[config.mk]
export PLATFORM = sky130hd
export DESIGN_NAME = example2_bus_sequencer
export DESIGN_NICKNAME = d
export VERILOG_FILES = /design/src/rtl/example2_bus_sequencer.sv
export SDC_FILE = /design/constraint.sdc
export NUM_CORES = 1
export LEC_CHECK = 0
export CAP_MARGIN = 5
export CELL_PAD_IN_SITES_DETAIL_PLACEMENT = 0
export CELL_PAD_IN_SITES_GLOBAL_PLACEMENT = 1
export CORE_MARGIN = 5
export CORE_UTILIZATION = 28
export CTS_CLUSTER_DIAMETER = 40
export DETAILED_ROUTE_END_ITERATION = 8
export HOLD_SLACK_MARGIN = 0.06
export PLACE_DENSITY_LB_ADDON = 0.25
export REMOVE_ABC_BUFFERS = 1
export SETUP_SLACK_MARGIN = 0.4
export SYNTH_ARGS = -nofsm -noshare
export SYNTH_HDL_FRONTEND = slang
export SYNTH_SLANG_ARGS = --single-unit
[constraint.sdc]
create_clock -name clk -period 1.7 [get_ports clk]
set_input_delay 0.255 -clock clk [delete_from_list [all_inputs] [get_ports clk]]
set_output_delay 0.255 -clock clk [all_outputs]
set_load 0.01 [all_outputs]
[src/rtl/example2_bus_sequencer.sv]
// Round-robin owner sequencer for the example2 two-source output bus, with turnaround cycle.
// Optional per-owner burst cap is enabled by defining EXAMPLE2_BURST_LIMIT_EN.
module example2_bus_sequencer #(
    parameter int unsigned WIDTH     = 21,
    parameter int unsigned MAX_BURST = 8
) (
    input  logic             clk,
    input  logic             reset,
    input  logic             req_a,
    input  logic             req_b,
    input  logic             done_a,
    input  logic             done_b,
    input  logic [WIDTH-1:0] data_a,
    input  logic [WIDTH-1:0] data_b,
    output logic             gnt_a,
    output logic             gnt_b,
    output logic             sel,
    output logic [WIDTH-1:0] bus_out,
    output logic             bus_valid,
    output logic             busy
);

    typedef enum logic [1:0] {
        IDLE  = 2'd0,
        OWN_A = 2'd1,
        OWN_B = 2'd2,
        TURN  = 2'd3
    } state_t;

    if (MAX_BURST < 1 || MAX_BURST > 255) begin : g_bad_max_burst
        $error("example2_bus_sequencer: MAX_BURST must be in 1..255");
    end

    state_t           state_q, state_d;
    logic             last_a_q, last_a_d;
    logic             sel_q, sel_d;
    logic             gnt_a_q, gnt_a_d;
    logic             gnt_b_q, gnt_b_d;
    logic             busy_q, busy_d;
    logic             bus_valid_q, bus_valid_d;
    logic [WIDTH-1:0] bus_out_q, bus_out_d;
    logic             burst_end;

`ifdef EXAMPLE2_BURST_LIMIT_EN
    localparam logic [7:0] BURST_LAST = 8'(MAX_BURST - 1);

    logic [7:0] cnt_q, cnt_d;

    always_comb begin
        burst_end = (cnt_q == BURST_LAST);
    end
`else
    always_comb begin
        burst_end = 1'b0;
    end
`endif

    always_comb begin
        state_d     = state_q;
        last_a_d    = last_a_q;
        sel_d       = sel_q;
        bus_out_d   = bus_out_q;
        bus_valid_d = 1'b0;
`ifdef EXAMPLE2_BURST_LIMIT_EN
        cnt_d       = cnt_q;
`endif
        case (state_q)
            IDLE: begin
`ifdef EXAMPLE2_BURST_LIMIT_EN
                cnt_d = '0;
`endif
                // On a tie the requester that did not own the bus last wins.
                if (req_a && (!req_b || !last_a_q)) begin
                    state_d  = OWN_A;
                    sel_d    = 1'b1;
                    last_a_d = 1'b1;
                end else if (req_b) begin
                    state_d  = OWN_B;
                    sel_d    = 1'b0;
                    last_a_d = 1'b0;
                end
            end
            OWN_A: begin
                if (req_a) begin
                    bus_valid_d = 1'b1;
                    bus_out_d   = data_a;
                end
                if (done_a || !req_a || burst_end) begin
                    state_d = TURN;
                end else begin
`ifdef EXAMPLE2_BURST_LIMIT_EN
                    cnt_d = cnt_q + 8'd1;
`endif
                end
            end
            OWN_B: begin
                if (req_b) begin
                    bus_valid_d = 1'b1;
                    bus_out_d   = data_b;
                end
                if (done_b || !req_b || burst_end) begin
                    state_d = TURN;
                end else begin
`ifdef EXAMPLE2_BURST_LIMIT_EN
                    cnt_d = cnt_q + 8'd1;
`endif
                end
            end
            TURN: begin
                state_d = IDLE;
            end
            default: begin
                state_d = IDLE;
            end
        endcase

        // Grants and busy are registered copies of the next state, so they track state_q exactly.
        gnt_a_d = (state_d == OWN_A);
        gnt_b_d = (state_d == OWN_B);
        busy_d  = (state_d != IDLE);
    end

    always_ff @(posedge clk) begin
        if (reset) begin
            state_q     <= IDLE;
            last_a_q    <= 1'b0;
            sel_q       <= 1'b0;
            gnt_a_q     <= 1'b0;
            gnt_b_q     <= 1'b0;
            busy_q      <= 1'b0;
            bus_valid_q <= 1'b0;
            bus_out_q   <= '0;
`ifdef EXAMPLE2_BURST_LIMIT_EN
            cnt_q       <= '0;
`endif
        end else begin
            state_q     <= state_d;
            last_a_q    <= last_a_d;
            sel_q       <= sel_d;
            gnt_a_q     <= gnt_a_d;
            gnt_b_q     <= gnt_b_d;
            busy_q      <= busy_d;
            bus_valid_q <= bus_valid_d;
            bus_out_q   <= bus_out_d;
`ifdef EXAMPLE2_BURST_LIMIT_EN
            cnt_q       <= cnt_d;
`endif
        end
    end

    assign gnt_a     = gnt_a_q;
    assign gnt_b     = gnt_b_q;
    assign sel       = sel_q;
    assign busy      = busy_q;
    assign bus_valid = bus_valid_q;
    assign bus_out   = bus_out_q;

endmodule

==> flow_summary.yaml, run 1 <==
worst_setup_path:
  reg2reg_depth: 8
  crit_type: "reg2reg"
  critPathArrivalTime_ns: 1.73
  end_kind: "register"
  crit_required_ns: 1.90
  cpPeakStageDelay_ns: 0.40
  r2r_start: "state_q[1]$_SDFF_PP0_"
  r2r-end: "bus_out[14]$_SDFFE_PP0P_"
  path_buf_inv: 3
  critPathSlowestCell: "dfxtp_4"
  worstPathMaxFanout: 6
  start_kind: "register"
  r2r_slack_ns: 0.17
  cp_top_family: "flip-flops"
  worstPathCellList: "inv_4, ha_4, mux2i_4, a21oi_4, buf_12, buf_8, nor2_4, a211oi_2"
grt:
  grtUsageTotal_pct: 13.8
  gr-total-overflow: 0
  grt_pass1_wl_mm: 6.95
  grt_max_degree: 16
  first_global_vias: 1536
  antenna_found_initial: 0
power_and_ir_drop:
  p_leak_nw: 1.04
  p_per_area_nw_per_um2: 1770
  ir_drop_mv: 0.683
  total_power_mw: 4.58
timing:
  slew_headroom_pct: 73.9
  final.period_utilization_pct: 89.9
  tightest_slew_ns: 0.388
  fin_crit_ns: 1.53
  finClkSkew_ns: 0.00717
  tns_ns: 0
  hold_viol_final: 0
  setup_violations: 0
  hold_ws_ns: 0.454
  maxSlewViolCount: 0
  fmax_mhz: 654
  grt_setup_unrepaired: "true"
synth:
  syn_area_per_cell_um2: 10.5
  yosysUniqueCellTypes: 24
  synthTopCellsByArea: "dfxtp_1, a211oi_2, mux2i_1"
  yosysWarnings: 0
  synth_edf_count: 0
  yosysSeqAreaShare_pct: 40.7
  ys_async_sr_fraction_pct: 0
  synth_area_leader_cell: "dfxtp_1"
  ys_ff_latch: 28
  yosysMostFrequentCell: "dfxtp_1"
  synthesis.instances: 131
  synthTopCellsByCount: "dfxtp_1, nor2_1, mux2i_1"
  synth_ff_type: "dfxtp_1"
  syn_area_um2: 1380
  synth_top_area_share_pct: 40.7
layout:
  fin_area_um2: 2590
  final_nets: 276
  multi_input_area_um2: 875
  layout-drive-gt1-share_pct: 33.2
  area_delta_synth_final_pct: 87.9
  nFillCells: 439
  regArea_um2: 568
  antenna-diode-count: 0
clocking:
  clkLatencyLatePin_ns: 0.28
  cts_buffer_depth: 2
  root_buffer: "clkbuf_8"
  path_clk_slew_ns: 0.10
  cts_buffers: 3
  cts_tree: "done"
  htreeDepth: 1
  cts_hold_buf: 0
  clkSinkCount: 28
drt:
  viasPerCell: 4.60
  wirelength_mm: 4.31
  ant_nets: 0
  drtIter0Drc: 44
  drc: 0
  vias: 1335
  first_pass_iters: 4
  post_drt_wl_per_cell_um: 14.8
hold_path:
  holdPathEnd: "sel$_SDFFE_PP0P_"
  hold_class: "in2reg"
  hold_path.startpoint: "req_b"
  hold_path_depth: 2
placement:
  gp_congestion: 0.851
  place.port_buffers: 73
  hpwlAfterDp_mm: 3.07
  placed_area_um2: 2230
floorplan:
  die_h_um: 80.1
  core_area_um2: 4750
  die_area_um2: 6420
  die_w_um: 80.1
  initial_core_util_pct: 28.9
  ioPinCount: 74
  row_count: 25
flow_run:
  cap_violations: 0
run_status:
  status: "completed"
power breakdown:
part | switching, mW | internal [mW] | leakage (nW)
combinational | 1.38 | 1.62 | 0.781
clock | 0.212 | 0.208 | 0.0288
sequential | 0.194 | 0.972 | 0.232
through the flow:
stage,utilization [%],instances,setup slack [ns]
3_3_place_gp,46.9,271,-0.0545
5_1_grt,54.4,290,0.107
3_5_place_dp,46.9,271,-0.0856
4_1_cts,51.6,284,0.178
2_1_floorplan,-,121,-1.41
6_report,54.4,290,0.172
per-layer routing:
layer  vias to the layer above  GRT usage, %  share of wire [%]
li1                        653             -                  -
met1                       618          13.8                 35
met2                        56          26.2                 53
met3                         8          5.16                9.8
met4                         0          4.39                1.5
met5                         -             0                  0
state kept, by name, indices dropped and copies added, names as in the netlist:
register,cells
bus_out,21
sel,1
bus_valid,1
busy,1
gnt_b,1
state_q,2
gnt_a,1
cells in the final DEF, fill, tap and decap left out, drive strengths merged:
cell type / instances
clkdlybuf4s50: 45
dlygate4sd2: 28
dfxtp: 28
nor2: 24
buf: 24
a211oi: 22
mux2i: 22
clkbuf: 5
ha: 4
inv: 3
o21ai: 3
a21oi: 3
nor2b: 2
a21boi: 2
nor3b: 2
or3b: 1
a211o: 1
nand2b: 1
nand2: 1
a22oi: 1
a311oi: 1
repair_timing:
item,4_1_cts,5_1_grt
cloned,1,1
resized for setup,56,20
setup endpoints to repair,53,26
pin swaps,5,22
buffers inserted,8,5
cell families after synthesis:
kind of cell / share of synthesized area, %
adder cells (fa/ha/maj): 3.64
multiplexers: 16.0
buffers and inverters: 4.82
flip-flops: 40.7
AND/OR/NAND/NOR: 9.91
AO/OA/AOI/OAI: 24.9
how the worst max path moves through the flow:
stage,start,end,depth (start not counted)
floorplan,state_q[0]$_SDFF_PP0_,bus_out[0]$_SDFFE_PP0P_,6
global placement,req_a,busy$_SDFF_PP0_,5
detailed placement,req_a,busy$_SDFF_PP0_,5
CTS,state_q[1]$_SDFF_PP0_,bus_out[6]$_SDFFE_PP0P_,8
global route,state_q[1]$_SDFF_PP0_,bus_out[20]$_SDFFE_PP0P_,8
finish,state_q[1]$_SDFF_PP0_,bus_out[14]$_SDFFE_PP0P_,8
final cells by class:
type | count | share of cell area (%)
Clock buffer | 4 | 2.13
Sequential cell | 28 | 22.0
Multi-Input combinational cell | 90 | 33.8
Inverter | 3 | 0.629
Tap cell | 67 | 3.24
Timing Repair Buffer | 98 | 38.2
Note: power is estimated with default switching activity, not from simulation.
==> run 2, diff against run 1 <==
ABC_AREA = 1   (was default)
CORE_UTILIZATION = 25   (was 28)
==> run 2 against run 1 <==
Against the previous run: clock power rose by 28%; die area increased by 11%; combinational power is 21% lower; clock skew is 0.0017 ns lower; critical path depth unchanged; first-iteration DRC count increased by 23%; hold slack better by 0.012 ns; sequential share of layout area fell by 0.18 points; critical endpoint is now bus_out[1]$_SDFFE_PP0P_; largest cell class unchanged.
==> flow_summary.yaml, run 2 <==
hold_path:
  hold_path_depth: 2
  holdPathEnd: "bus_out[9]$_SDFFE_PP0P_"
  hold_class: "reg2reg"
  hold_path.startpoint: "bus_out[9]$_SDFFE_PP0P_"
synth:
  synthTopCellsByCount: "nand2_1, dfxtp_1, a21oi_1"
  yosysUniqueCellTypes: 14
  syn_area_um2: 1380
  ys_async_sr_fraction_pct: 0
  synthesis.instances: 214
  yosysSeqAreaShare_pct: 40.5
  syn_area_per_cell_um2: 6.47
  synth_area_leader_cell: "dfxtp_1"
  synth_ff_type: "dfxtp_1"
  synth_top_area_share_pct: 40.5
  yosysWarnings: 0
  ys_ff_latch: 28
  synthTopCellsByArea: "dfxtp_1, nand2_1, a21oi_1"
  yosysMostFrequentCell: "nand2_1"
  synth_edf_count: 0
clocking:
  cts_tree: "done"
  htreeDepth: 1
  clkSinkCount: 28
  path_clk_slew_ns: 0.09
  cts_hold_buf: 0
  cts_buffers: 3
  root_buffer: "clkbuf_8"
  clkLatencyLatePin_ns: 0.28
  cts_buffer_depth: 2
timing:
  final.period_utilization_pct: 80.4
  tightest_slew_ns: 0.243
  hold_viol_final: 0
  tns_ns: 0
  setup_violations: 0
  timing.final.ws_setup_ns: 0.334
  hold_ws_ns: 0.467
  fmax_mhz: 732
  slew_headroom_pct: 83.7
  maxSlewViolCount: 0
  finClkSkew_ns: 0.00550
  fin_crit_ns: 1.37
  grt_setup_unrepaired: "true"
worst_setup_path:
  reg2reg_depth: 8
  critPathSlowestCell: "dfxtp_4"
  crit_required_ns: 1.88
  start_kind: "register"
  r2r_slack_ns: 0.33
  r2r-end: "bus_out[1]$_SDFFE_PP0P_"
  crit_type: "reg2reg"
  worstPathMaxFanout: 5
  path_buf_inv: 3
  cpPeakStageDelay_ns: 0.37
  critPathArrivalTime_ns: 1.54
  cp_top_family: "flip-flops"
  end_kind: "register"
  r2r_start: "state_q[0]$_SDFF_PP0_"
  worstPathCellList: "inv_4, ha_4, inv_8, o21ai_4, nand2_4, buf_6, nand2_2, a21oi_2"
floorplan:
  row_count: 27
  ioPinCount: 74
  die_area_um2: 7120
  die_h_um: 84.4
  core_area_um2: 5440
  die_w_um: 84.4
  initial_core_util_pct: 25.4
flow_run:
  cap_violations: 0
layout:
  final_common_cell: "nand2_1"
  antenna-diode-count: 0
  fin_area_um2: 2610
  largest_register_ff_count: 21
  mostFrequentLayoutCells: "nand2_1, clkdlybuf4s50_1, dfxtp_1, dlygate4sd2_1, nand2_2"
  utilization_pct: 47.9
  area_delta_synth_final_pct: 88.4
  final_nets: 353
  layout-drive-gt1-share_pct: 23.7
run_status:
  status: "completed"
power_and_ir_drop:
  ir_drop_mv: 0.764
  p_leak_nw: 1.21
  p_per_area_nw_per_um2: 1510
grt:
  antenna_found_initial: 0
  first_global_vias: 1622
  gr-total-overflow: 0
  grtUsageTotal_pct: 13.8
  grt_max_degree: 17
  grt_pass1_wl_mm: 8.11
drt:
  vias: 1630
  drtIter0Drc: 54
  viasPerCell: 4.38
  drc: 0
  ant_nets: 0
  post_drt_wl_per_cell_um: 13.4
  first_pass_iters: 4
  wirelength_mm: 4.97
placement:
  hpwlAfterDp_mm: 3.26
  placed_area_um2: 2220
  preCtsSetupSlack_ns: 0.101
  gp_congestion: 0.719
  place.port_buffers: 73
==> run 2: logic make-up after synthesis <==
| family | synth area share [%] |
|---|---|
| AO/OA/AOI/OAI | 9.49 |
| AND/OR/NAND/NOR | 38.6 |
| adder cells (fa/ha/maj) | 3.62 |
| buffers and inverters | 7.78 |
| flip-flops | 40.5 |
==> run 2: worst min-delay path: stages, from the launching register on <==
cell	delay [ns]
dfxtp_1	0.33
nand2_2	0.06
a21oi_2	0.04
==> run 2: timing repair <==
| item | CTS | global route |
|---|---|---|
| pin swaps | 3 | 3 |
| setup buffers | 7 | 0 |
| endpoints found under the setup margin | 52 | 26 |
| gates cloned | 5 | 0 |
| gates resized for setup | 79 | 18 |
==> run 2: power by group <==
| group | switching [mW] | internal, mW | total (mW) |
|---|---|---|---|
| logic | 1.23 | 1.15 | 2.37 |
| clock network | 0.220 | 0.316 | 0.536 |
| registers | 0.146 | 0.884 | 1.03 |
==> run 2: layer usage <==
layer	vias to the layer above	global-route usage, %	wire (um)
met5	-	0	0
met1	727	18.4	2250
met2	50	22.9	2380
met3	4	3.43	293
met4	0	2.59	38
li1	849	-	-
==> run 2: cell type report <==
class | instances | area (um2)
fillers | 551 | 2830
repair buffers | 95 | 952
multi-input cells | 163 | 878
flip-flops and latches | 28 | 568
well taps | 72 | 90.1
inverters | 10 | 47.5
clock buffers | 3 | 41.3
clock inverters | 1 | 30.0
==> run 2: metrics by stage <==
step / std cells / power, mW
2_1_floorplan: 201 / 1.89
3_3_place_gp: 356 / 2.80
6_report: 372 / 3.94
3_5_place_dp: 356 / 2.81
4_1_cts: 372 / 3.86
5_1_grt: 372 / 4.24
==> run 2: worst max-delay path by stage <==
stage                     startpoint                  endpoint  cells past startpoint
4_1_cts        state_q[0]$_SDFF_PP0_  bus_out[20]$_SDFFE_PP0P_                      7
2_1_floorplan  state_q[0]$_SDFF_PP0_   bus_out[0]$_SDFFE_PP0P_                      7
3_3_place_gp   state_q[0]$_SDFF_PP0_   bus_out[6]$_SDFFE_PP0P_                      8
3_5_place_dp   state_q[0]$_SDFF_PP0_  bus_out[20]$_SDFFE_PP0P_                      8
6_report       state_q[0]$_SDFF_PP0_   bus_out[1]$_SDFFE_PP0P_                      8
5_1_grt        state_q[0]$_SDFF_PP0_  bus_out[12]$_SDFFE_PP0P_                      7
==> edit (settings of run 2) <==
Build with the macro `EXAMPLE2_BURST_LIMIT_EN` defined.
--- a/src/rtl/example2_bus_sequencer.sv
+++ b/src/rtl/example2_bus_sequencer.sv
@@ -1,5 +1,7 @@
 // Round-robin owner sequencer for the example2 two-source output bus, with turnaround cycle.
 // Optional per-owner burst cap is enabled by defining EXAMPLE2_BURST_LIMIT_EN.
+`define EXAMPLE2_BURST_LIMIT_EN
+
 module example2_bus_sequencer #(
     parameter int unsigned WIDTH     = 21,
     parameter int unsigned MAX_BURST = 8
Check against the original RTL: not equivalent (Yosys sat finds a counterexample within 10 cycles, from zero or initial values and one cycle with reset high).
==> edit against run 2 <==
Sequential cell count rose by 8. Critical path depth rose by 1. Count of clock-buffer cells in the layout rose by 5. Sequential share of layout area fell by 0.55 points. Setup slack got worse by 0.11 ns. Total power rose by 47%. Wire length rose by 32%. Synthesized area rose by 34%. Cell area rose by 33%. Combinational power rose by 59%. Via count rose by 30%. Largest power group unchanged.
==> edit: results (changes against run 2) <==
[metrics] outcome: finished clean
[metrics] vias after detailed routing: 2111 (+30%)
[metrics] achievable clock frequency: 676 MHz (-7.6%)
[metrics] leakage power: 1.46 nW (+21%)
[metrics] share of cell area taken by flip-flops and latches: 21.2% (-0.55 points)
[metrics] Slew @ Worst Pin: 0.247 ns (+0.00405 ns)
[metrics] Logic inverters: 24 (+14)
[metrics] fraction of the yosys area taken by sequential cells: 38.8% (-1.7 points)
[metrics] max incr delay on CP: 0.35 ns (-0.02 ns)
[metrics] area after detailed placement: 2760 µm² (+24%)
[metrics] area of the multi-input gates: 1220 µm² (+39%)
[metrics] top cells by area in the synthesized netlist: sky130_fd_sc_hd__dfxtp_1 39%, sky130_fd_sc_hd__nand2_1 15%, sky130_fd_sc_hd__a31oi_1 7.1%
[metrics] data arrival time of the critical path: 1.65 ns (+0.11 ns)
[metrics] endpoint of the lowest-slack register-to-register path: bus_out[2]$_SDFFE_PP0P_
[metrics] ratio of cells with drive above 1 in the final layout: 31.2% (+7.6 points)
[metrics] final-layout clock-cell area share: 2.60% (-0.14 points)
[metrics] Clock Buffer Count: 8 (+5)
[metrics] maximum number of pins on one net before global-route repair: 22 (+5)
[metrics] number of sinks on the clock net: 36 (+29%)
[metrics] core utilization of the finished layout: 47.9% (-0.089 points)
[metrics] Placed Cells incl. Taps: 428 (+20%)
[metrics] number of vias per cell: 4.55 (+3.8%)
[metrics] Post-synth top cells: 73 x sky130_fd_sc_hd__nand2_1, 36 x sky130_fd_sc_hd__dfxtp_1, 23 x sky130_fd_sc_hd__inv_1
[metrics] FILL cells: 739 (+34%)
[metrics] proportion of final cell area spent on non-clock buffers: 34.5% (-2.0 points)
[metrics] worst min-delay path class: input pin to flop
[metrics] worst supply voltage drop on vdd: 0.844 mV (+10%)
[metrics] Plain + repair buffers: 115 (+21%)
[metrics] number of multi-input combinational cells in the layout: 182 (+12%)
[metrics] setup slack at placement: 0.00610 ns (-0.0951 ns)
[metrics] number of distinct library cells after synthesis: 27 (+13)
[metrics] overall fraction of global-route tracks in use: 13.9% (+0.12 points)
[metrics] average footprint of a synthesized cell: 7.31 µm² (+13%)
[metrics] Inserted Clock Buffers: 5 (+2)
[metrics] Worst Reg2Reg Path Length in Cells: 9 (+1)
edit: timing repair:
action,in CTS,in global routing
pin swaps,18,17
gates cloned,4,4
buffers inserted,15,5
setup endpoints to repair,61,34
hold buffers,0,0
gates resized for setup,76,32
endpoints found under the hold margin,0,0
edit: cells by family after synthesis:
logic type               count (synthesis)  synth area share [%]
XOR/XNOR                                 1                 0.472
AO/OA/AOI/OAI                           64                  21.8
AND/OR/NAND/NOR                        110                  26.1
buffers and inverters                   37                  8.70
adder cells (fa/ha/maj)                  6                  4.05
flip-flops                              36                  38.8
edit: power breakdown:
| part | internal, mW | switching, mW | leakage (nW) |
|---|---|---|---|
| Clock | 0.331 | 0.322 | 0.0455 |
| Combinational | 1.94 | 1.82 | 1.12 |
| Sequential | 1.18 | 0.178 | 0.300 |
| Total | 3.45 | 2.32 | 1.46 |
edit: per-layer routing:
layer	GRT usage (%)	wire [µm]	vias to the layer above
met3	6.72	609	8
met2	21.8	2950	68
met1	17.0	2950	962
met5	0	0	-
met4	3.79	67	0
li1	-	-	1073
